===== src/rtl/riscv_pkg.sv =====
// Shared definitions for the load/store unit.
//  - RV32I funct3 width codes used by loads and stores
//  - lsu_state_t: load/store FSM states
//  - f3_illegal / f3_misaligned: request classification helpers
package riscv_pkg;

  localparam logic [2:0] F3_B  = 3'b000;
  localparam logic [2:0] F3_H  = 3'b001;
  localparam logic [2:0] F3_W  = 3'b010;
  localparam logic [2:0] F3_BU = 3'b100;
  localparam logic [2:0] F3_HU = 3'b101;

  typedef enum logic [2:0] {
    IDLE,
    LD_RD,
    LD_CAP,
    RMW_RD,
    RMW_MRG,
    ST_WR,
    DONE
  } lsu_state_t;

  // Width codes with no meaning for the given direction. Stores have no
  // unsigned variants, so any funct3[2]=1 store is illegal.
  function automatic logic f3_illegal(input logic we, input logic [2:0] f3);
    logic ill;
    ill = (f3 == 3'b011) || (f3 == 3'b110) || (f3 == 3'b111);
    if (we && f3[2]) ill = 1'b1;
    return ill;
  endfunction

  // Natural-alignment check for halves and words.
  function automatic logic f3_misaligned(input logic [2:0] f3, input logic [1:0] off);
    logic mis;
    mis = 1'b0;
    if ((f3 == F3_H || f3 == F3_HU) && off[0]) mis = 1'b1;
    if (f3 == F3_W && off != 2'b00)            mis = 1'b1;
    return mis;
  endfunction

endpackage


===== src/rtl/lsu_lane.sv =====
// Combinational byte/half lane logic.
//  funct3_i : width code of the current request
//  off_i    : byte offset within the word (addr[1:0])
//  word_i   : word read from RAM
//  wdata_i  : store data (rs2)
//  load_o   : extracted and sign/zero-extended load result
//  merge_o  : word_i with the store byte/half inserted (full wdata_i for words)
// Halves select by off_i[1] only, so a half at an odd address uses the
// half containing it.
module lsu_lane
  import riscv_pkg::*;
(
  input  logic [2:0]  funct3_i,
  input  logic [1:0]  off_i,
  input  logic [31:0] word_i,
  input  logic [31:0] wdata_i,
  output logic [31:0] load_o,
  output logic [31:0] merge_o
);

  logic [4:0]  bsh;
  logic [4:0]  hsh;
  logic [7:0]  bv;
  logic [15:0] hv;

  always_comb begin
    bsh = {off_i, 3'b000};
    hsh = {off_i[1], 4'b0000};
    bv  = word_i[bsh +: 8];
    hv  = word_i[hsh +: 16];

    case (funct3_i)
      F3_B:    load_o = {{24{bv[7]}}, bv};
      F3_BU:   load_o = {24'h0, bv};
      F3_H:    load_o = {{16{hv[15]}}, hv};
      F3_HU:   load_o = {16'h0, hv};
      default: load_o = word_i;
    endcase

    merge_o = word_i;
    if (funct3_i == F3_B)      merge_o[bsh +: 8]  = wdata_i[7:0];
    else if (funct3_i == F3_H) merge_o[hsh +: 16] = wdata_i[15:0];
    else                       merge_o = wdata_i;
  end

endmodule


===== src/rtl/load_store_unit.sv =====
// Load/store unit: initiator side of a word-wide synchronous data RAM with a
// 1-cycle read latency. Takes one request at a time from execute.
//  clock, nReset       : clock, async active-low reset
//  req/we/funct3/addr/wdata : request (sampled only while idle)
//  busy, done, rdata   : status, 1-cycle completion pulse, load result
//  misaligned          : pulses with done on a trapped misaligned request
//  ramR, ramW, ramAddr, ramDataW, ramDataR : RAM port
// Optional feature: define MISALIGN_TRAP_EN to turn misaligned half/word
// requests into RAM-less completions flagged by misaligned. Undefined, the
// low address bits are ignored and misaligned is tied 0.
// Sub-byte stores are read-modify-write since the RAM writes whole words.
module load_store_unit
  import riscv_pkg::*;
#(
  parameter int RAM_ADDR_W = 32
) (
  input  logic                  clock,
  input  logic                  nReset,
  input  logic                  req,
  input  logic                  we,
  input  logic [2:0]            funct3,
  input  logic [31:0]           addr,
  input  logic [31:0]           wdata,
  output logic                  busy,
  output logic                  done,
  output logic [31:0]           rdata,
  output logic                  misaligned,
  output logic                  ramR,
  output logic                  ramW,
  output logic [RAM_ADDR_W-1:0] ramAddr,
  output logic [31:0]           ramDataW,
  input  logic [31:0]           ramDataR
);

  lsu_state_t            state_q;
  logic [2:0]            f3_q;
  logic [1:0]            off_q;
  logic [31:0]           wdata_q;
  logic [31:0]           rdata_q;
  logic [31:0]           ramDataW_q;
  logic [RAM_ADDR_W-1:0] ramAddr_q;
  logic                  done_q;
  logic                  ramR_q;
  logic                  ramW_q;
  logic [RAM_ADDR_W-1:0] waddr;
  logic [31:0]           ld_fmt;
  logic [31:0]           st_mrg;
  logic                  illegal;
  logic                  trap;

  // Word address: byte address >> 2, zero-extended or truncated.
  always_comb begin
    waddr = '0;
    for (int i = 0; i < RAM_ADDR_W && i < 30; i++) waddr[i] = addr[i+2];
  end

  assign illegal = f3_illegal(we, funct3);

`ifdef MISALIGN_TRAP_EN
  logic mis_q;
  assign trap = !illegal && f3_misaligned(funct3, addr[1:0]);

  always_ff @(posedge clock or negedge nReset) begin
    if (!nReset) mis_q <= 1'b0;
    else         mis_q <= (state_q == IDLE) && req && trap;
  end
  assign misaligned = mis_q;
`else
  assign trap       = 1'b0;
  assign misaligned = 1'b0;
`endif

  lsu_lane u_lane (
    .funct3_i (f3_q),
    .off_i    (off_q),
    .word_i   (ramDataR),
    .wdata_i  (wdata_q),
    .load_o   (ld_fmt),
    .merge_o  (st_mrg)
  );

  // RAM strobes and done are set together with the state they belong to,
  // so they are registered Moore outputs with no combinational path.
  always_ff @(posedge clock or negedge nReset) begin
    if (!nReset) begin
      state_q    <= IDLE;
      f3_q       <= 3'b000;
      off_q      <= 2'b00;
      wdata_q    <= 32'h0;
      rdata_q    <= 32'h0;
      ramDataW_q <= 32'h0;
      ramAddr_q  <= '0;
      done_q     <= 1'b0;
      ramR_q     <= 1'b0;
      ramW_q     <= 1'b0;
    end else begin
      done_q <= 1'b0;
      ramR_q <= 1'b0;
      ramW_q <= 1'b0;
      case (state_q)
        IDLE: if (req) begin
          f3_q      <= funct3;
          off_q     <= addr[1:0];
          wdata_q   <= wdata;
          ramAddr_q <= waddr;
          if (illegal || trap) begin
            state_q <= DONE;
            done_q  <= 1'b1;
          end else if (!we) begin
            state_q <= LD_RD;
            ramR_q  <= 1'b1;
          end else if (funct3 == F3_W) begin
            state_q    <= ST_WR;
            ramW_q     <= 1'b1;
            ramDataW_q <= wdata;
          end else begin
            state_q <= RMW_RD;
            ramR_q  <= 1'b1;
          end
        end
        LD_RD:   state_q <= LD_CAP;
        LD_CAP: begin
          rdata_q <= ld_fmt;
          state_q <= DONE;
          done_q  <= 1'b1;
        end
        RMW_RD:  state_q <= RMW_MRG;
        RMW_MRG: begin
          ramDataW_q <= st_mrg;
          state_q    <= ST_WR;
          ramW_q     <= 1'b1;
        end
        ST_WR: begin
          state_q <= DONE;
          done_q  <= 1'b1;
        end
        DONE:    state_q <= IDLE;
        default: state_q <= IDLE;
      endcase
    end
  end

  assign busy     = (state_q != IDLE);
  assign done     = done_q;
  assign rdata    = rdata_q;
  assign ramR     = ramR_q;
  assign ramW     = ramW_q;
  assign ramAddr  = ramAddr_q;
  assign ramDataW = ramDataW_q;

endmodule


===== config.mk =====
export PLATFORM = sky130hd
export DESIGN_NAME = load_store_unit
export DESIGN_NICKNAME = d
export VERILOG_FILES = /design/src/rtl/riscv_pkg.sv /design/src/rtl/lsu_lane.sv /design/src/rtl/load_store_unit.sv
export SDC_FILE = /design/constraint.sdc
export NUM_CORES = 1
export LEC_CHECK = 0
export ABC_AREA = 1
export ABC_CLOCK_PERIOD_IN_PS = 4950
export CORE_MARGIN = 2
export CORE_UTILIZATION = 30
export CTS_BUF_LIST = sky130_fd_sc_hd__clkbuf_16
export CTS_CLUSTER_DIAMETER = 60
export DETAILED_ROUTE_END_ITERATION = 12
export GPL_TIMING_DRIVEN = 0
export PLACE_DENSITY = 0.55
export SYNTH_ARGS = -nofsm -noshare
export SYNTH_HDL_FRONTEND = slang
export SYNTH_SLANG_ARGS = --single-unit

===== constraint.sdc =====
create_clock -name clock -period 4.95 [get_ports clock]
set_input_delay 1.2375 -clock clock [delete_from_list [all_inputs] [get_ports clock]]
set_output_delay 1.2375 -clock clock [all_outputs]
set_load 0.01 [all_outputs]

# [Yosys cells after proc, flatten, opt, wreduce, memory -nomap -nowiden]
# Index checks and enable logic that the tools add are counted.
[word_totals] regBits=137 in_bits=103 output_inout_bits=101 wordCells=73
[op_classes] addsub=2 eq_ne=16 n_shift=6 muxes=29 reduce_logical=10
[op_table] operator="two-way mux 32 bit" n=6
[op_table] operator="case mux 32 bit (4 select lines)" n=1
[op_table] operator="bitwise mux 32 bit" n=2
[op_table] operator="case mux 32 bit (2 select lines)" n=1
[op_table] operator="variable shift 16 x 7 -> 32 bit, first input constant" n=1
[op_table] operator="variable shift 8 x 7 -> 32 bit, first input constant" n=1
[op_table] operator="variable part select 16 x 7 -> 32 bit" n=1
[op_table] operator="variable part select 32 x 6 -> 16 bit" n=1
[op_table] operator="variable part select 32 x 6 -> 8 bit" n=1
[op_table] operator="variable part select 8 x 7 -> 32 bit" n=1
[op_table] operator="== test 3 bit, second input constant" n=6
[op_table] operator="case mux 3 bit (5 select lines)" n=1
[op_table] operator="negation 5 -> 7 bit" n=2
[op_table] operator="== test 3 x 2 -> 1 bit, second input constant" n=4
[op_table] operator="two-way mux 1 bit" n=12
[op_table] operator="two-way mux 3 bit" n=4
[op_table] operator="!= test 2 bit, second input constant" n=4
[op_table] operator="== test 3 x 1 -> 1 bit, second input constant" n=2
[op_table] operator="zero test 3 bit" n=2
[op_table] operator="AND reduction 5 bit" n=1
[op_table] operator="case mux 1 bit (2 select lines)" n=2
[op_table] operator="nonzero test 3 bit" n=1
[op_table] operator="logical OR 1 bit" n=2
[op_table] operator="AND reduction 2 bit" n=1
[op_table] operator="other kinds (3)" n=3

# [Longest topological paths before layout]
[logic_depth] ltp_word=7 ltp_mapped=13 depth_no_buf=9

# [Modules after synthesis]
# From an unflattened synthesis, not the netlist that was laid out.
[unflattened] hier_cells=1365 area_unflattened_um2=8568.2
[by_module_without_submodules] mod="load_store_unit" n_inst=1 cells_each=713 area_per_inst_um2=5893.2 seq_area_each_um2=3428.3
[by_module_without_submodules] mod="lsu_lane" n_inst=1 cells_each=652 area_per_inst_um2=2675.1 seq_area_each_um2=0.0

# [Worst setup path before layout]
# OpenSTA, ideal clock, no wires.
[synth_timing] kind="reg2out" from="register state_q[1]" to="output port busy" arrival_time_ns=0.921 setup_slack_ns=2.792 path_stages_with_launch=5 path_buffers=0 cell_sequence="dfrtp_1 nor2_2 inv_2 nor2_1 inv_1"
[synth_between] elab_chain_len=1
[synth_rtl] item="start, declared" line_no="load_store_unit.sv:35" rtl="lsu_state_t state_q;"
[synth_rtl] item="start signal, assigned" line_no="load_store_unit.sv:86" rtl="state_q <= IDLE;"
[synth_rtl] item="start signal, assigned" line_no="load_store_unit.sv:107" rtl="state_q <= DONE;"
[synth_rtl] item="start signal, assigned" line_no="load_store_unit.sv:110" rtl="state_q <= LD_RD;"
[synth_rtl] item="nonzero test 3 bit" line_no="load_store_unit.sv:143" rtl="assign busy = (state_q != IDLE);"
[synth_rtl] item="end, declared" line_no="load_store_unit.sv:24" rtl="output logic busy,"
# No other way between the ends.

# [Worst setup path after layout]
# Ends and elaborated chain as after synthesis.

==> metrics list <==
* Status: finished, final reports clean
* Number of resized instances in the post-cts repair step: 0
- Number of hold-slack violations in the final timing report: 0
- In the synthesized netlist the async set-or-reset flop fraction comes to 100%.
- Quantity of I/O buffers inserted on ports: 200
* Largest family of logic cells by synthesized area: simple AND/OR/NAND/NOR gates
* Post-synth EDFFs: 0
- Most frequently used flop master after synthesis: dfrtp_1
- Post-Synthesis Cell Area: 8170 um2
- The path class of the tightest hold or removal check is register to register.
* Via density: 4.75
- The floorplan step set the die width to 169 um.
- Commonest cells in the synthesized netlist: 411 x nand2_1, 182 x nor2_1, 137 x dfrtp_1
- CTS HTree Levels: 4
- Across all setup checks in the final design, the least slack found is 1.80 ns.
- CTS tree: yes
- Global routing consumed, over all layers together, 20.8% of the routing resources.
- Subtracting the final worst setup slack from the clock period gives 3.15 ns.
- Fraction of synthesized cell area taken by the top area cell type: 42.0%
* Std-Cell Core Area: 26900 um2
- Summed over all instances, the cell type with the most area after synthesis is dfrtp_1.
* Seq. cell area: 3430 um2
- Share of final-layout standard cells stronger than drive strength 1: 8.10%
* Worst Tran Pin Value: 0.630 ns
* Overall power of the completed layout: 7490 uW
- Synthesis produced 1221 cells.
* Total congestion overflow: 0
- Of the total synthesized cell area, the portion taken by AND, OR, NAND and NOR gates is 35.8%.
- CTS hold repair buffers: 0
- The number of antenna diodes in the final layout is 0.
- Static Leakage: 0.00547 uW
- Fraction of the mapped netlist area in adder cells: 0.766%
* Setup TNS: 0 ns
* Peak supply drop: 0.273 mV
* Cell at the root of the clock tree: clkbuf_16
- Areal power density over the cells: 670 nW/um2
- Height of the chip: 169 um
- Via count of the first global-routing pass: 8179
- Worst-skew pair later-pin latency: 0.43 ns
- Yosys mapped the design onto 31 distinct sky130hd cell types.
* Mux cell area share after synthesis: 0%
* Arrival time worst endpoint: 1.91 ns
- Clock skew on the completed layout was measured at 0.00915 ns.
- Bufs on Longest Clock Path: 2
* Relative slew slack: 57.8%
- Synthesis inferred 137 register bits.
- Prior to clock tree synthesis, the placed netlist has a worst setup slack of 1.83 ns.
- Number of remaining DRC errors: 0
- Routability-driven placement finished with a final weighted congestion of 0.938.
* Routed Antenna Nets: 0
- In this run the worst path has a maximum fanout of 5.
- Setup repair after global routing left no endpoint under its margin.
- Via count: 8529
- Count of TritonRoute iterations in the first routing pass: 5
* Number of buffers inserted by post-CTS setup repair: 0
- Area of combinational cells with multiple inputs: 3830 um2
- Overall routed net length: 29500 um
- Buffers inserted during clock tree synthesis total 17.
* Element type at the critical path end: primary output
- CP Class: register to primary output
- The area growth from synthesis to layout is 36.8%.
- Layout net count: 1551
* Most common cell in the synthesized netlist: nand2_1
* Wire length of the first global-routing pass: 46300 um
* Area of the die: 28600 um2
* Average routed wire per standard cell: 16.4 um
- After synthesis, the cell types taking the most area are dfrtp_1 42%, nand2_1 19%, nor2_1 8.4%.
* Data required time of the critical path: 3.71 ns
- Detailed Route Iter0 Violations: 593
* Fraction of the cycle the final worst path needs: 63.5%
- Count of boundary I/O pins: 204
- Number of fill cells in the layout: 2897
- For this configuration, the core starts out at a cell density of 30.4%.
- Count of maximum capacitance violations: 0
- Startpoint types: register
* DPL Wire Length: 22500 um
* Fraction of the mapped netlist area in compound gates: 10.2%
- Setup Viol. Count Final: 0
- The max-slew violation count is 0.
- FMAX: 318 MHz
- Average cell area after synthesis: 6.69 um2
- In this run the core area contains 60 standard-cell rows.
- The Yosys step of the flow raised 0 warnings.
- After Yosys synthesis, XOR and XNOR cells account for 0% of the synthesized area.
* Part of the Yosys area used for sequential elements: 42.0%
- Entering global routing, the biggest net connects 82 pins.
- Num Clock Sinks: 137
* Antenna violations before repair: 1
- Worst-path clk slew: 0.07 ns
-- worst max-delay path, stage by stage, from the launching register on --
cell and delay (ns):
dfrtp_1 0.42, nor2_2 0.17, inv_2 0.07, nor2_1 0.25, inv_1 0.08, clkdlybuf4s50_1 0.48
-- report_power, final --
part,internal (uW),switching (uW)
registers,1670,378
logic,1760,2460
clock network,650,567
total,4080,3410
-- kinds of logic (layout without fill, tap and decap cells) --
kind of cell,Yosys count,count (layout)
buffers and inverters,199,432
other,1,3
AOI/OAI and AO/OA,158,158
DFF,137,137
adders and majority gates,5,5
and+or+nand+nor,721,721
-- metrics by stage --
step           util, %  hold WS, ns  instance area (um2)  cells
4_1_cts           41.6        0.475                11200   1797
6_report          41.6        0.469                11200   1797
5_1_grt           41.6        0.500                11200   1797
3_3_place_gp      39.5        0.452                10600   1764
3_5_place_dp      39.6        0.459                10600   1765
2_1_floorplan        -        0.453                 8180   1223
-- registers in the layout, indices dropped and copies added (netlist names) --
signal,flops
done,1
f3_q,3
off_q,2
ramAddr,30
ramDataW,32
ramR,1
ramW,1
rdata,32
state_q,3
wdata_q,32
-- per-layer routing --
layer  share of wire, %  GRT usage [%]
met4                2.0           5.72
met2                 44           32.4
met1                 47           29.5
met5                  0              0
met3                7.2           4.09
-- area by class of cell --
| cell class | count | area share [%] |
|---|---|---|
| clock inverters | 15 | 1.03 |
| well taps | 341 | 3.82 |
| repair buffers | 201 | 18.2 |
| flip-flops and latches | 137 | 30.7 |
| multi-input cells | 887 | 34.3 |
| inverters | 126 | 4.27 |
| clock buffers | 17 | 3.81 |
| plain buffers | 73 | 3.97 |
-- cell usage in the layout (no fill, tap or decap), types with 10 or more instances in the layout --
cell / n
nand2_1: 411
buf_2: 30
buf_4: 21
clkbuf_1: 14
a21oi_1: 82
dfrtp_1: 137
clkbuf_16: 17
nand3_1: 99
o21ai_0: 58
nor2_1: 182
inv_1: 117
clkdlybuf4s50_1: 199
or2_0: 10
-- final timing paths --
| path | to | startpoint | slack [ns] | cells after the start |
|---|---|---|---|---|
| max | busy | state_q[1] | 1.80 | 5 |
| min | ramAddr[19] | ramAddr[19] | 0.47 | 2 |
| max reg2reg | ramDataW[13] | off_q[1] | 2.23 | 12 |
| min reg2reg | ramAddr[19] | ramAddr[19] | 0.47 | 2 |
| max in group asynchronous | wdata_q[20] | nReset | 3.35 | 2 |
| min in group asynchronous | ramR | nReset | 0.78 | 1 |
Power figures use the tool's default switching activity.
